===== src/rtl/pc_redirect_if.sv =====
// pc_redirect_if: PC-source request/response bundle between the fetch datapath and pc_redirect_ctrl
interface pc_redirect_if #(parameter int AW = 32);
    logic [AW-1:0] pc_cur;
    logic [3:0]    opcode;
    logic          stall;
    logic          exception;
    logic          interrupt;
    logic          set_int;
    logic          pop_pc;
    logic [AW-1:0] pc_popped;
    logic          jmp_sgn;
    logic [AW-1:0] pc_jmp;
    logic          push_ack;
    logic [AW-1:0] pc_next;
    logic          pc_load;
    logic          fetch_nop;
    logic          int_push;
    logic [AW-1:0] int_ret_pc;
    logic          int_flag;
    logic          busy;
    modport master (
        output pc_cur, opcode, stall, exception, interrupt, set_int, pop_pc, pc_popped, jmp_sgn, pc_jmp, push_ack,
        input  pc_next, pc_load, fetch_nop, int_push, int_ret_pc, int_flag, busy
    );
    modport slave (
        input  pc_cur, opcode, stall, exception, interrupt, set_int, pop_pc, pc_popped, jmp_sgn, pc_jmp, push_ack,
        output pc_next, pc_load, fetch_nop, int_push, int_ret_pc, int_flag, busy
    );
endinterface


===== src/rtl/pc_redirect_ctrl.sv =====
// pc_redirect_ctrl: arbitrates PC redirects and sequences interrupt entry for the fetch stage
module pc_redirect_ctrl #(
    parameter int            AW        = 32,
    parameter logic [AW-1:0] RESET_VEC = 32,
    parameter logic [AW-1:0] INT_VEC   = 0,
    parameter logic [3:0]    IMM_OPC   = 4'd8
) (
    input logic          clk,
    input logic          reset,
    pc_redirect_if.slave bus
);
    typedef enum logic [2:0] {S_RST, S_RUN, S_IMM, S_INT_PUSH, S_INT_VEC} state_t;
    state_t        r_state;
    state_t        w_state_nx;
    logic          r_int_pend;
    logic [AW-1:0] r_int_ret_pc;
    logic          w_redir;
    logic [AW-1:0] w_redir_pc;
    logic [AW-1:0] w_pc_next;
    logic          w_pc_load;
    logic          w_fetch_nop;
    logic          w_int_push;
    logic          w_int_flag;
    logic          w_capture;
    assign w_redir    = bus.exception | bus.pop_pc | bus.jmp_sgn;
    assign w_redir_pc = bus.exception ? RESET_VEC : bus.pop_pc ? bus.pc_popped : bus.pc_jmp;
    // Next state and PC-source outputs; redirects beat stall, the immediate word never takes an interrupt
    always_comb begin
        w_state_nx  = r_state;
        w_pc_next   = bus.pc_cur + AW'(1);
        w_pc_load   = 1'b0;
        w_fetch_nop = 1'b0;
        w_int_push  = 1'b0;
        w_int_flag  = 1'b0;
        w_capture   = 1'b0;
        case (r_state)
            S_RST: begin
                w_pc_next   = RESET_VEC;
                w_pc_load   = 1'b1;
                w_fetch_nop = 1'b1;
                w_state_nx  = S_RUN;
            end
            S_RUN, S_IMM: begin
                if (w_redir) begin
                    w_pc_next   = w_redir_pc;
                    w_pc_load   = 1'b1;
                    w_fetch_nop = 1'b1;
                    w_state_nx  = S_RUN;
                end else if (r_state == S_RUN && r_int_pend && !bus.stall) begin
                    w_fetch_nop = 1'b1;
                    w_capture   = 1'b1;
                    w_state_nx  = S_INT_PUSH;
                end else if (!bus.stall) begin
                    w_pc_load  = 1'b1;
                    w_state_nx = (r_state == S_RUN && bus.opcode == IMM_OPC) ? S_IMM : S_RUN;
                end
            end
            S_INT_PUSH: begin
                w_fetch_nop = 1'b1;
                if (bus.exception) begin
                    w_pc_next  = RESET_VEC;
                    w_pc_load  = 1'b1;
                    w_state_nx = S_RUN;
                end else begin
                    w_int_push = !reset;
                    w_state_nx = bus.push_ack ? S_INT_VEC : S_INT_PUSH;
                end
            end
            S_INT_VEC: begin
                w_fetch_nop = 1'b1;
                w_pc_load   = 1'b1;
                w_pc_next   = bus.exception ? RESET_VEC : INT_VEC;
                w_int_flag  = !bus.exception;
                w_state_nx  = S_RUN;
            end
            default: w_state_nx = S_RST;
        endcase
    end
    // State, pending interrupt and return PC update on the falling edge alongside the PC register
    always_ff @(negedge clk) begin
        if (reset) begin
            r_state      <= S_RST;
            r_int_pend   <= 1'b0;
            r_int_ret_pc <= '0;
        end else begin
            r_state    <= w_state_nx;
            r_int_pend <= (w_capture | bus.exception) ? 1'b0 : (r_int_pend | bus.interrupt | bus.set_int);
            if (w_capture) r_int_ret_pc <= bus.pc_cur;
        end
    end
    assign bus.pc_next    = w_pc_next;
    assign bus.pc_load    = w_pc_load;
    assign bus.fetch_nop  = w_fetch_nop;
    assign bus.int_push   = w_int_push;
    assign bus.int_ret_pc = r_int_ret_pc;
    assign bus.int_flag   = w_int_flag;
    assign bus.busy       = r_state != S_RUN;
endmodule


===== src/flat_wrapper.sv =====
// flat-port wrapper written by rule: the top's interface ports become plain ports
module pc_redirect_ctrl_flat 
#(
    parameter int            AW        = 32,
    parameter logic [AW-1:0] RESET_VEC = 32,
    parameter logic [AW-1:0] INT_VEC   = 0,
    parameter logic [3:0]    IMM_OPC   = 4'd8
)
  (clk, reset, bus_pc_cur, bus_opcode, bus_stall, bus_exception, bus_interrupt, bus_set_int, bus_pop_pc, bus_pc_popped, bus_jmp_sgn, bus_pc_jmp, bus_push_ack, bus_pc_next, bus_pc_load, bus_fetch_nop, bus_int_push, bus_int_ret_pc, bus_int_flag, bus_busy);
  pc_redirect_if #(.AW(AW)) bus_i ();
  input logic clk;
  input logic reset;
  input wire logic [$bits(bus_i.pc_cur)-1:0] bus_pc_cur;
  input wire logic [$bits(bus_i.opcode)-1:0] bus_opcode;
  input wire logic [$bits(bus_i.stall)-1:0] bus_stall;
  input wire logic [$bits(bus_i.exception)-1:0] bus_exception;
  input wire logic [$bits(bus_i.interrupt)-1:0] bus_interrupt;
  input wire logic [$bits(bus_i.set_int)-1:0] bus_set_int;
  input wire logic [$bits(bus_i.pop_pc)-1:0] bus_pop_pc;
  input wire logic [$bits(bus_i.pc_popped)-1:0] bus_pc_popped;
  input wire logic [$bits(bus_i.jmp_sgn)-1:0] bus_jmp_sgn;
  input wire logic [$bits(bus_i.pc_jmp)-1:0] bus_pc_jmp;
  input wire logic [$bits(bus_i.push_ack)-1:0] bus_push_ack;
  output wire logic [$bits(bus_i.pc_next)-1:0] bus_pc_next;
  output wire logic [$bits(bus_i.pc_load)-1:0] bus_pc_load;
  output wire logic [$bits(bus_i.fetch_nop)-1:0] bus_fetch_nop;
  output wire logic [$bits(bus_i.int_push)-1:0] bus_int_push;
  output wire logic [$bits(bus_i.int_ret_pc)-1:0] bus_int_ret_pc;
  output wire logic [$bits(bus_i.int_flag)-1:0] bus_int_flag;
  output wire logic [$bits(bus_i.busy)-1:0] bus_busy;
  assign bus_i.pc_cur = bus_pc_cur;
  assign bus_i.opcode = bus_opcode;
  assign bus_i.stall = bus_stall;
  assign bus_i.exception = bus_exception;
  assign bus_i.interrupt = bus_interrupt;
  assign bus_i.set_int = bus_set_int;
  assign bus_i.pop_pc = bus_pop_pc;
  assign bus_i.pc_popped = bus_pc_popped;
  assign bus_i.jmp_sgn = bus_jmp_sgn;
  assign bus_i.pc_jmp = bus_pc_jmp;
  assign bus_i.push_ack = bus_push_ack;
  assign bus_pc_next = bus_i.pc_next;
  assign bus_pc_load = bus_i.pc_load;
  assign bus_fetch_nop = bus_i.fetch_nop;
  assign bus_int_push = bus_i.int_push;
  assign bus_int_ret_pc = bus_i.int_ret_pc;
  assign bus_int_flag = bus_i.int_flag;
  assign bus_busy = bus_i.busy;
  pc_redirect_ctrl #(.AW(AW), .RESET_VEC(RESET_VEC), .INT_VEC(INT_VEC), .IMM_OPC(IMM_OPC)) u_core (.clk(clk), .reset(reset), .bus(bus_i));
endmodule

===== config.mk =====
export PLATFORM = sky130hd
export DESIGN_NAME = pc_redirect_ctrl_flat
export DESIGN_NICKNAME = d
export VERILOG_FILES = /design/src/rtl/pc_redirect_if.sv /design/src/rtl/pc_redirect_ctrl.sv /design/src/flat_wrapper.sv
export SDC_FILE = /design/constraint.sdc
export NUM_CORES = 1
export LEC_CHECK = 0
export CAP_MARGIN = 20
export CORE_MARGIN = 2
export CORE_UTILIZATION = 40
export DETAILED_ROUTE_END_ITERATION = 6
export PLACE_DENSITY = 0.84
export SYNTH_ARGS = -nofsm -noshare
export SYNTH_HDL_FRONTEND = slang
export SYNTH_SLANG_ARGS = --single-unit

===== constraint.sdc =====
create_clock -name clk -period 4.9 [get_ports clk]
set_input_delay 0.98 -clock clk [delete_from_list [all_inputs] [get_ports clk]]
set_output_delay 0.98 -clock clk [all_outputs]
set_load 0.02 [all_outputs]

After elaboration in Yosys (flattened, before gate mapping)
Index checks and enable logic that the tools add are counted.

Add/sub/neg operators: 1. Equal/unequal tests: 7. Multiplexer cells: 26. Bitwise operators: 5. Reduce and logical (&&, ||, !) cells: 11.

Operators by type and width (count): $mux W32 (4); $pmux W32 S4 (1); $add A32 B1 Y32 const B (1); $mux W3 (5); $mux W1 (11); $pmux W3 S3 (1); $eq A3 B2 Y1 const B (2); $mux W6 (1); $reduce_or A2 Y1 (3); $or A1 B1 Y1 (5); $eq A4 B4 Y1 const B (1); $ne A4 B2 Y1 const B (1); $eq A3 B1 Y1 const B (1); $eq A3 B3 Y1 const B (1); $logic_and A1 B1 Y1 (3); $logic_not A1 Y1 (3); $logic_not A3 Y1 (1); $ne A3 B1 Y1 const B (1); $pmux W1 S3 (1); $reduce_or A3 Y1 (1); $mux W2 (1); $pmux W1 S2 (1).

Bits in registers: 36. Output and inout bits: 69.

Depth between registers and ports, before layout
Gate-level depths: netlist (run 1).

Word-level depth: 8. Mapped depth: 7. Mapped depth without buffers: 5.

==> Flow_metrics.wiki, run 1 <==
{| class="wikitable"
! Metric !! Value
|-
| Mean cell area of the mapped netlist || 7.44 µm²
|-
| Fin. max-slew vios || 0
|-
| Number of design rule violations left after detail routing || 0
|-
| Largest family of logic cells by synthesized area || simple AND/OR/NAND/NOR gates
|-
| Maximum number of pins on one net before global-route repair || 35
|-
| Number of global-route vias before repair || 3878
|-
| Critical path's most frequent cell || buf_6
|-
| Global-route total usage across every layer || 0.298
|-
| Maximum vdd drop || 161 µV
|-
| Number of nets produced by synthesis || 481
|-
| GP Congestion || 0.828
|-
| Highest net fanout along the worst path || 8
|-
| Number of cells traversed by the worst hold path || 2
|-
| Total power density per cell area || 179 mW/mm²
|-
| Slew of the pin with the lowest slew margin || 0.786 ns
|-
| FF-to-FF End || u_core.bus.int_ret_pc[12]
|-
| Register bit count reported by yosys || 36
|-
| Final net count || 708
|-
| Warnings from Yosys || 0
|-
| Commonest non-fill, non-tap cells in the layout || clkdlybuf4s50_1 (139), nand2_1 (81), inv_1 (44)
|-
| Sort of element at the end of the critical path || output port
|-
| Violation count after the first detailed-route iteration || 175
|-
| Worst flop-to-flop path startpoint || u_core.r_state[2]
|-
| Slowest cell on crit path || dfxtp_2
|-
| Via density per instance || 5.59
|-
| Final standard cell count with taps included and fillers excluded || 678
|-
| Dominant synthesized flop cell || dfxtp_1
|-
| Share of cells above drive strength 1 || 0.234
|-
| Worst path buffer plus inverter count || 5
|-
| Syn-to-layout area delta || 99.0%
|-
| Number of endpoints failing setup at the final stage || 35
|-
| Hold path startpoint || u_core.bus.int_ret_pc[29]
|-
| Post-synthesis mux area share || 0.112
|-
| Terminating pin of the worst hold path || u_core.bus.int_ret_pc[29]
|-
| Simple-gate portion of the synthesized area || 0.293
|-
| Placement-stage worst setup slack || -0.479 ns
|-
| Leakage power summed over all cells || 2.13 nW
|-
| Distinct cell type count of the synthesized netlist || 37
|-
| Insertion delay of the later-clocked pin in the worst-skew pair || 0.36 ns
|-
| EDFF count, synth || 0
|-
| Row Count || 30
|-
| Fraction of synthesized cell area in xor and xnor cells || 0.0952
|-
| Overall die width || 87.1 µm
|-
| Setup repair after global routing missed its margin || yes
|-
| Slack of the worst reg-to-reg path || 3.10 ns
|-
| Violations in the final reports || negative setup slack
|-
| Startpoint-to-endpoint class of the critical path || reg -> out
|-
| Post-route worst hold slack || 0.449 ns
|-
| Ys async rst share || 0
|-
| Number of clock buffers inserted by TritonCTS || 5
|-
| Crit path required time || 3.92 ns
|-
| Total global routing overflow || 0
|-
| Initial cell density of the core || 0.411
|-
| Worst Slack Setup Final || -0.317 ns
|-
| Htree depth || 2
|-
| Post-synthesis compound-gate area fraction || 0.168
|-
| HPWL after detailed placement || 8410 µm
|-
| Final Core Density || 0.817
|-
| CTS root buffer || clkbuf_8
|-
| Outcome || finished with violations
|-
| Leading cell type in the layout, fill and taps excluded || clkdlybuf4s50_1
|-
| Worst Setup Start Kind || flop
|-
| Number of diodes added for antenna fixing || 0
|-
| Die Ht || 87.1 µm
|-
| Adder-cell share of the synthesized area || 0.00816
|-
| Wire length of the first global-routing pass || 18000 µm
|-
| Largest buffer count on any clock path || 2
|-
| Crit path DAT || 4.24 ns
|-
| Synthesized cell area || 0.00276 mm²
|-
| Number of max-cap violations || 0
|-
| Top delay family on crit path || buffers and inverters
|-
| Placed Cells incl. Taps || 629
|-
| Total number of clock tree sinks || 36
|-
| Final wirelength || 12000 µm
|-
| Clock skew || 0.0232 ns
|-
| Worst slew margin relative to its limit || 0.476
|-
| Wire length per cell || 17.6 µm
|-
| Clock input transition at the sequential cells of the worst setup and hold paths || 0.03 ns
|-
| Cell breakdown of the critical path || buf_6 -> buf_6 -> nor2b_4 -> o21ai_4 -> buf_6 -> buf_12 -> o22ai_4 -> buf_6
|-
| CTS tree || yes
|-
| Final hold violation count || 0
|-
| Synthesized instance count || 371
|-
| CP peak stage delay || 0.32 ns
|-
| Die area || 0.00758 mm²
|-
| Number of hold buffers added after CTS || 0
|-
| Worst hold-check path type || reg -> reg
|-
| Cell depth of the worst flop-to-flop path || 6
|-
| Fraction of the yosys area taken by sequential cells || 0.261
|-
| Initial antenna violation count || 0
|-
| Number of detailed-route iterations in the first pass || 5
|-
| Antenna-violating nets left || 0
|-
| Vias || 3792
|-
| I/O pin count || 178
|-
| Area of the core region || 0.00672 mm²
|-
| Buffers added on ports || 177
|}
[cell type report]
class / instances / area, µm²
clock inverters: 38 / 169
multi-input cells: 299 / 2290
well taps: 80 / 100
flip-flops and latches: 36 / 727
fillers: 434 / 1230
inverters: 7 / 26.3
clock buffers: 5 / 68.8
repair buffers: 213 / 2110
[state kept, by name, summed over array words and instances (netlist names)]
signal                 count
u_core.bus.int_ret_pc     32
u_core.r_int_pend          1
u_core.r_state             3
[kinds of logic (layout without fill, tap and decap cells)]
group,Yosys count,in the layout
XOR/XNOR,30,30
flip-flops,36,36
AO/OA/AOI/OAI,79,79
AND/OR/NAND/NOR,157,157
buffers and inverters,36,263
multiplexers,31,31
adder cells (fa/ha/maj),2,2
[what timing repair did]
| action | 4_1_cts | 5_1_grt |
|---|---|---|
| endpoints found under the hold margin | 0 | 0 |
| endpoints found under the setup margin | 37 | 38 |
| gates cloned | 2 | 0 |
| pin swaps | 12 | 17 |
| setup buffers | 5 | 0 |
| gates resized for setup | 225 | 11 |
[worst max path at each step]
| stage | start | to | slack [ns] | cells after the start |
|---|---|---|---|---|
| final | u_core.r_state[1] | bus_pc_next[15] | -0.32 | 8 |
| after floorplan | u_core.r_state[0] | bus_pc_next[15] | -0.03 | 5 |
| after CTS | u_core.r_state[1] | bus_pc_next[0] | -0.29 | 8 |
| after global placement | u_core.r_state[0] | bus_pc_next[20] | -0.41 | 6 |
| after detailed placement | u_core.r_state[0] | bus_pc_next[20] | -0.48 | 6 |
| after global routing | u_core.r_state[0] | bus_pc_load | -0.36 | 7 |
[metrics by stage]
step	TNS, ns	total power, mW	instance area, µm²
3_3_place_gp	-16.20	0.629	5040
4_1_cts	-9.15	0.982	5440
3_5_place_dp	-17.30	0.633	5040
5_1_grt	-11.29	1.04	5490
2_1_floorplan	-0.287	0.475	3070
6_report	-9.29	0.983	5490
[metal layers]
layer | vias up | global-route usage | routed length (µm)
li1 | 1766 | - | -
met1 | 1754 | 0.315 | 4330
met2 | 229 | 0.548 | 6280
met3 | 43 | 0.0711 | 931
met4 | 0 | 0.145 | 426
met5 | - | 0 | 0
[synthesized netlist by cell type, types with 2 or more instances]
master    number  area, µm²
buf_6          3       33.8
nand2_1       81        304
nand3_1       14       70.1
and4_1         2       17.5
nor2_1        12       45.0
dfxtp_1       36        721
nor2b_1        3       18.8
nand4_1        4       25.0
or2_2          2       12.5
o22ai_1       29        181
nor4b_1        2       17.5
and4_4         2       22.5
o22ai_2        3       37.5
and3_1         5       31.3
inv_1          8       30.0
nor4_1         5       31.3
a21oi_1       37        185
mux2i_1       31        310
and2_1         2       12.5
nor4_4         2       42.5
xor2_1         7       61.3
buf_2         10       50.1
xnor2_1       23        201
buf_1          2       7.51
clkbuf_1      13       48.8
nor3_1        14       70.1
nor4_2         4       50.1
o21ai_0        6       30.0
[power breakdown]
| group | leakage, nW | internal [mW] | switching (mW) | total, mW |
|---|---|---|---|---|
| clock | 0.247 | 0.186 | 0.194 | 0.380 |
| sequential | 0.292 | 0.296 | 0.00158 | 0.298 |
| combinational | 1.59 | 0.167 | 0.138 | 0.305 |
| total | 2.13 | 0.650 | 0.333 | 0.983 |
[worst register-to-register path: stages, from the launching register on]
cell and delay [ns]:
dfxtp_2 0.34, buf_4 0.18, nor4_2 0.38, and3_2 0.30
buf_4 0.22, nand2_1 0.11, a21oi_1 0.19
Power figures use the tool's default switching activity.
==> run 2: changes to the inputs <==
--- a/config.mk
+++ b/config.mk
@@ -5,11 +5,13 @@
 export SDC_FILE = /design/constraint.sdc
 export NUM_CORES = 1
 export LEC_CHECK = 0
+export ABC_AREA = 0
 export CAP_MARGIN = 20
 export CORE_MARGIN = 2
 export CORE_UTILIZATION = 40
 export DETAILED_ROUTE_END_ITERATION = 6
 export PLACE_DENSITY = 0.84
+export SLEW_MARGIN = 20
 export SYNTH_ARGS = -nofsm -noshare
 export SYNTH_HDL_FRONTEND = slang
 export SYNTH_SLANG_ARGS = --single-unit
==> results of run 2 <==
Final layout, timing and power as in run 1 (identical DEF).
==> RTL change 1, RTL diff (flow settings as in run 2) <==
Reset style: asynchronous (`reset`), changed in one clocked block.
--- a/src/rtl/pc_redirect_ctrl.sv
+++ b/src/rtl/pc_redirect_ctrl.sv
@@ -79,3 +79,3 @@
     // State, pending interrupt and return PC update on the falling edge alongside the PC register
-    always_ff @(negedge clk) begin
+    always_ff @(negedge clk or posedge reset) begin
         if (reset) begin
Formal check against the unedited RTL: differs if reset is asserted again (counterexample within 4 cycles, from zero or initial values and one cycle with reset high); with reset held inactive, the same outputs for 10 cycles.
==> RTL change 1 against run 2 <==
The flow still finishes with violations (negative setup slack). Clock skew decreased by 0.018 ns. Synthesized cell count decreased by 22%. Worst setup slack worse by 0.077 ns. Final area increased by 4.4%. First-iteration DRC count is 57% lower. Sequential cell count stayed put. Wire length fell by 7.2%. Synthesized area rose by 5.0%. Critical endpoint is now bus_pc_next[20].
Power is not compared: it rests on default switching activity, and its combinational part moved more than twofold at a synthesized area within 25%.
==> RTL change 1: results (changes against run 2) <==
- The maximum cell stage delay along the critical path was 0.48 ns (was 0.32 ns).
- The multi-input gate count was 230 (was 299).
- The slew at the pin closest to its max-slew limit is 0.587 ns (was 0.786 ns).
- The mux cell area share after synthesis is 27.3% (was 11.2%).
- The category of cells accounting for the largest share of critical-path delay is compound AO/OA/AOI/OAI gates (was buffers and inverters).
- The adder-cell share of the synthesized area came to 0.432% (was 0.816%).
- The synthesized netlist net count is 400 (was 481).
- The worst-path maximum fanout is 10 (was 8).
- The pin count of the biggest net entering global routing was 37 (was 35).
- The global routing usage summed across all routing layers was 26.6% (was 29.8%).
- The cell total after placement is 574 (was 629).
- The final setup violation count is 35 (unchanged).
- The portion of the layout cell area used by non-clock buffers came to 38.6% (was 38.5%).
- The count of clock buffers in the final design is 7 (was 5).
- The share of cell area taken by multi-input logic gates is 41.0% (was 41.6%).
- Result of the run: finished, violations left (unchanged).
- The design area is 0.00573 mm2 (was 0.00549 mm2).
- The data arrival time of the critical path came to 4.31 ns (was 4.24 ns).
- The share of synthesized area occupied by flip-flops and latches is 31.1% (was 26.1%).
- The number of nets in the layout came to 599 (was 708).
- The detailed placement HPWL is 8240 um (was 8410 um).
- The share of the synthesized netlist area taken by xor and xnor gates was 9.37% (was 9.52%).
- Most used standard cells in the synthesized netlist: 36 x dfrtn_1, 34 x o22ai_1, 31 x mux2i_1, 29 x mux2_4, 21 x xor2_1 (was 81 x nand2_1, 37 x a21oi_1, 36 x dfxtp_1, 31 x mux2i_1, 29 x o22ai_1).
- The number of ordinary inverters in the final layout came to 4 (was 7).
- Failing checks: negative setup slack (unchanged).
- The routing usage on met2 is 45.3% (was 54.8%).
- The first-pass GRT wire length is 16300 um (was 18000 um).
- The final critical-path setup slack came to -0.394 ns (was -0.317 ns).
- The placed standard-cell area is 0.00537 mm2 (was 0.00504 mm2).
[RTL change 1: cell types whose count changed after synthesis, moves of 5 or more]
cell     before  now
nand2_1      81   15
dfrtn_1       0   36
dfxtp_1      36    0
a21oi_1      37    3
mux2_4        0   29
xor2_1        7   21
xnor2_1      23   10
buf_2        10    1
nor3_1       14    6
nand4_1       4   10
and3_1        5   10
o22ai_1      29   34
[RTL change 1: path summary, 6_finish.rpt]
kind | start | to | slack [ns] | cells past startpoint
max reg2reg | u_core.r_state[0] | u_core.bus.int_ret_pc[0] | 2.69 | 6
max | u_core.r_state[1] | bus_pc_next[20] | -0.39 | 6
max in group asynchronous | reset | u_core.bus.int_ret_pc[14] | 1.04 | 3
min | u_core.bus.int_ret_pc[31] | u_core.bus.int_ret_pc[31] | 0.45 | 1
min in group asynchronous | reset | u_core.r_int_pend | 3.50 | 3
min reg2reg | u_core.bus.int_ret_pc[31] | u_core.bus.int_ret_pc[31] | 0.45 | 1
==> RTL change 2, RTL diff (flow settings as in run 2) <==
Without the edit above. `AW` is set to 32 in 3 places; all go to 16.
--- a/src/rtl/pc_redirect_if.sv
+++ b/src/rtl/pc_redirect_if.sv
@@ -1,3 +1,3 @@
 // pc_redirect_if: PC-source request/response bundle between the fetch datapath and pc_redirect_ctrl
-interface pc_redirect_if #(parameter int AW = 32);
+interface pc_redirect_if #(parameter int AW = 16);
     logic [AW-1:0] pc_cur;
--- a/src/rtl/pc_redirect_ctrl.sv
+++ b/src/rtl/pc_redirect_ctrl.sv
@@ -2,3 +2,3 @@
 module pc_redirect_ctrl #(
-    parameter int            AW        = 32,
+    parameter int            AW        = 16,
     parameter logic [AW-1:0] RESET_VEC = 32,
--- a/src/flat_wrapper.sv
+++ b/src/flat_wrapper.sv
@@ -3,3 +3,3 @@
 #(
-    parameter int            AW        = 32,
+    parameter int            AW        = 16,
     parameter logic [AW-1:0] RESET_VEC = 32,
Ports: changed (5 resized); port bits go from 178 to 98. The function was not compared with the original's and may differ.
==> RTL change 2 against run 2 <==
The run still ends with negative setup slack left. Sequential share of layout area is 0.43 points lower. Via count down 40%. Non-clock buffer count shrank 82. Worst setup slack improved by 0.11 ns. Synthesized area fell by 42%. Hold slack improved by 0.042 ns. Power shrank 46%. Final area down 42%. Wire length down 36%. Sequential cell count is 16 lower. Final cell count decreased by 43%. Global-route usage fell by 2.6 points. First-iteration DRC count down 11%.
==> RTL change 2: results (changes against run 2) <==
- The worst-path maximum fanout is 13 (was 8).
- The H-tree depth is 1 (was 2).
- The start point of the worst min-delay path is u_core.bus.int_ret_pc[5] (was u_core.bus.int_ret_pc[29]).
- The final critical-path setup slack is -0.205 ns (was -0.317 ns).
- The worst-case reg-to-reg path depth is 8 (was 6).
- The detailed placement HPWL is 4600 um (was 8410 um).
- The utilization after layout is 85.3% (was 81.7%).
- The data arrival time of the critical path is 4.13 ns (was 4.24 ns).
- The final setup violation count was 20 (was 35).
- The leakage power is 1.46 nW (was 2.13 nW).
- The final RePlAce weighted congestion is 0.883 (was 0.828).
- The cell total after placement is 358 (was 629).
- The share of cell area taken by multi-input logic gates is 40.5% (was 41.6%).
- The via density per instance is 5.90 (was 5.59).
- Most used standard cells in the synthesized netlist: 30 x mux2i_1, 26 x nor2_1, 20 x dfxtp_1, 13 x o22ai_1 (was 81 x nand2_1, 37 x a21oi_1, 36 x dfxtp_1, 31 x mux2i_1, 29 x o22ai_1).
- The routed metal-1 wirelength is 3020 um (was 4330 um).
- The pin count of the biggest net entering global routing is 21 (was 35).
- The number of global-route vias before repair is 1999 (was 3878).
- The global routing usage summed across all routing layers was 27.2% (was 29.8%).
- The number of flip-flops under the largest register name is 16 (was 32).
- The fraction of area in registers is 12.8% (was 13.2%).
- The share of final layout cell area taken by clock buffers and inverters is 3.64% (was 4.33%).
- Failing checks: negative setup slack (unchanged).
- The synthesized netlist net count was 259 (was 481).
- The routed wire length was 7710 um (was 12000 um).
- The number of ordinary inverters in the final layout is 5 (was 7).
- The portion of the layout cell area used by non-clock buffers came to 40.6% (was 38.5%).
- The routing usage on met2 is 43.6% (was 54.8%).
- The share of layout cells above drive strength 1 came to 28.1% (was 23.4%).
- The met1 capacity usage during global routing came to 36.7% (was 31.5%).
- The capture instance of the worst register-to-register path is u_core.bus.int_ret_pc[9] (was u_core.bus.int_ret_pc[12]).
- The number of nets in the layout is 402 (was 708).
- The reported sequential group power is 0.167 mW (was 0.298 mW).
- The pre-CTS setup slack is -0.433 ns (was -0.479 ns).
- The share of the synthesized area in compound gates (AO/OA/AOI/OAI) came to 17.4% (was 16.8%).
- The post-synthesis average cell area came to 8.08 um2 (was 7.44 um2).
- The share of synthesized area occupied by flip-flops and latches is 25.2% (was 26.1%).
- The area of the placeable core is 0.00374 mm2 (was 0.00672 mm2).
- Result of the run: finished, violations left (unchanged).
- The placed standard-cell area is 0.00278 mm2 (was 0.00504 mm2).
- The reg-to-reg setup timing slack is 2.55 ns (was 3.10 ns).
- The final-layout fill cell count was 225 (was 434).
- The multi-input gate count came to 159 (was 299).
- The overall power is 0.529 mW (was 0.983 mW).
- The routing usage on met3 was 3.38% (was 7.11%).
- The slowest library cell on the worst path is dfxtp_4 (was dfxtp_2).
- Largest cells by area after synthesis: dfxtp_1 25%, mux2i_1 19%, nor2_1 6.1%, o22ai_1 5.1%, xnor2_1 3.9% (was dfxtp_1 26%, mux2i_1 11%, nand2_1 11%, xnor2_1 7.3%, a21oi_1 6.7%).
- The distinct cell type count of the synthesized netlist is 49 (was 37).
- The final sum of negative setup slack is -2.89 ns (was -9.29 ns).
==> RTL change 2: changes by cell type after synthesis, sizes merged, moves of 3 or more <==
cell,delta
a21oi,-32
dfxtp,-16
clkbuf,-5
nor2,+14
xor2,-3
buf,-11
xnor2,-16
o22ai,-19
nand2,-75
nand3,-9
and3,-5
nor4,-8
nor3,-6
==> RTL change 2: how the worst max path moves through the flow <==
stage | from | endpoint
floorplan | u_core.r_state[1] | bus_pc_next[6]
global placement | u_core.r_state[0] | bus_pc_next[15]
detailed placement | bus_jmp_sgn | u_core.bus.int_ret_pc[6]
CTS | u_core.r_state[1] | bus_pc_next[15]
global route | u_core.r_state[0] | bus_pc_next[12]
finish | u_core.r_state[1] | bus_pc_next[12]
==> RTL change 2: what timing repair did <==
action                                  in CTS  in global routing
pin swaps                                   10                  8
endpoints found under the setup margin      39                 30
setup buffers                                0                  4
resized for setup                          128                 47
gates cloned                                 0                  2
hold buffers                                 0                  0
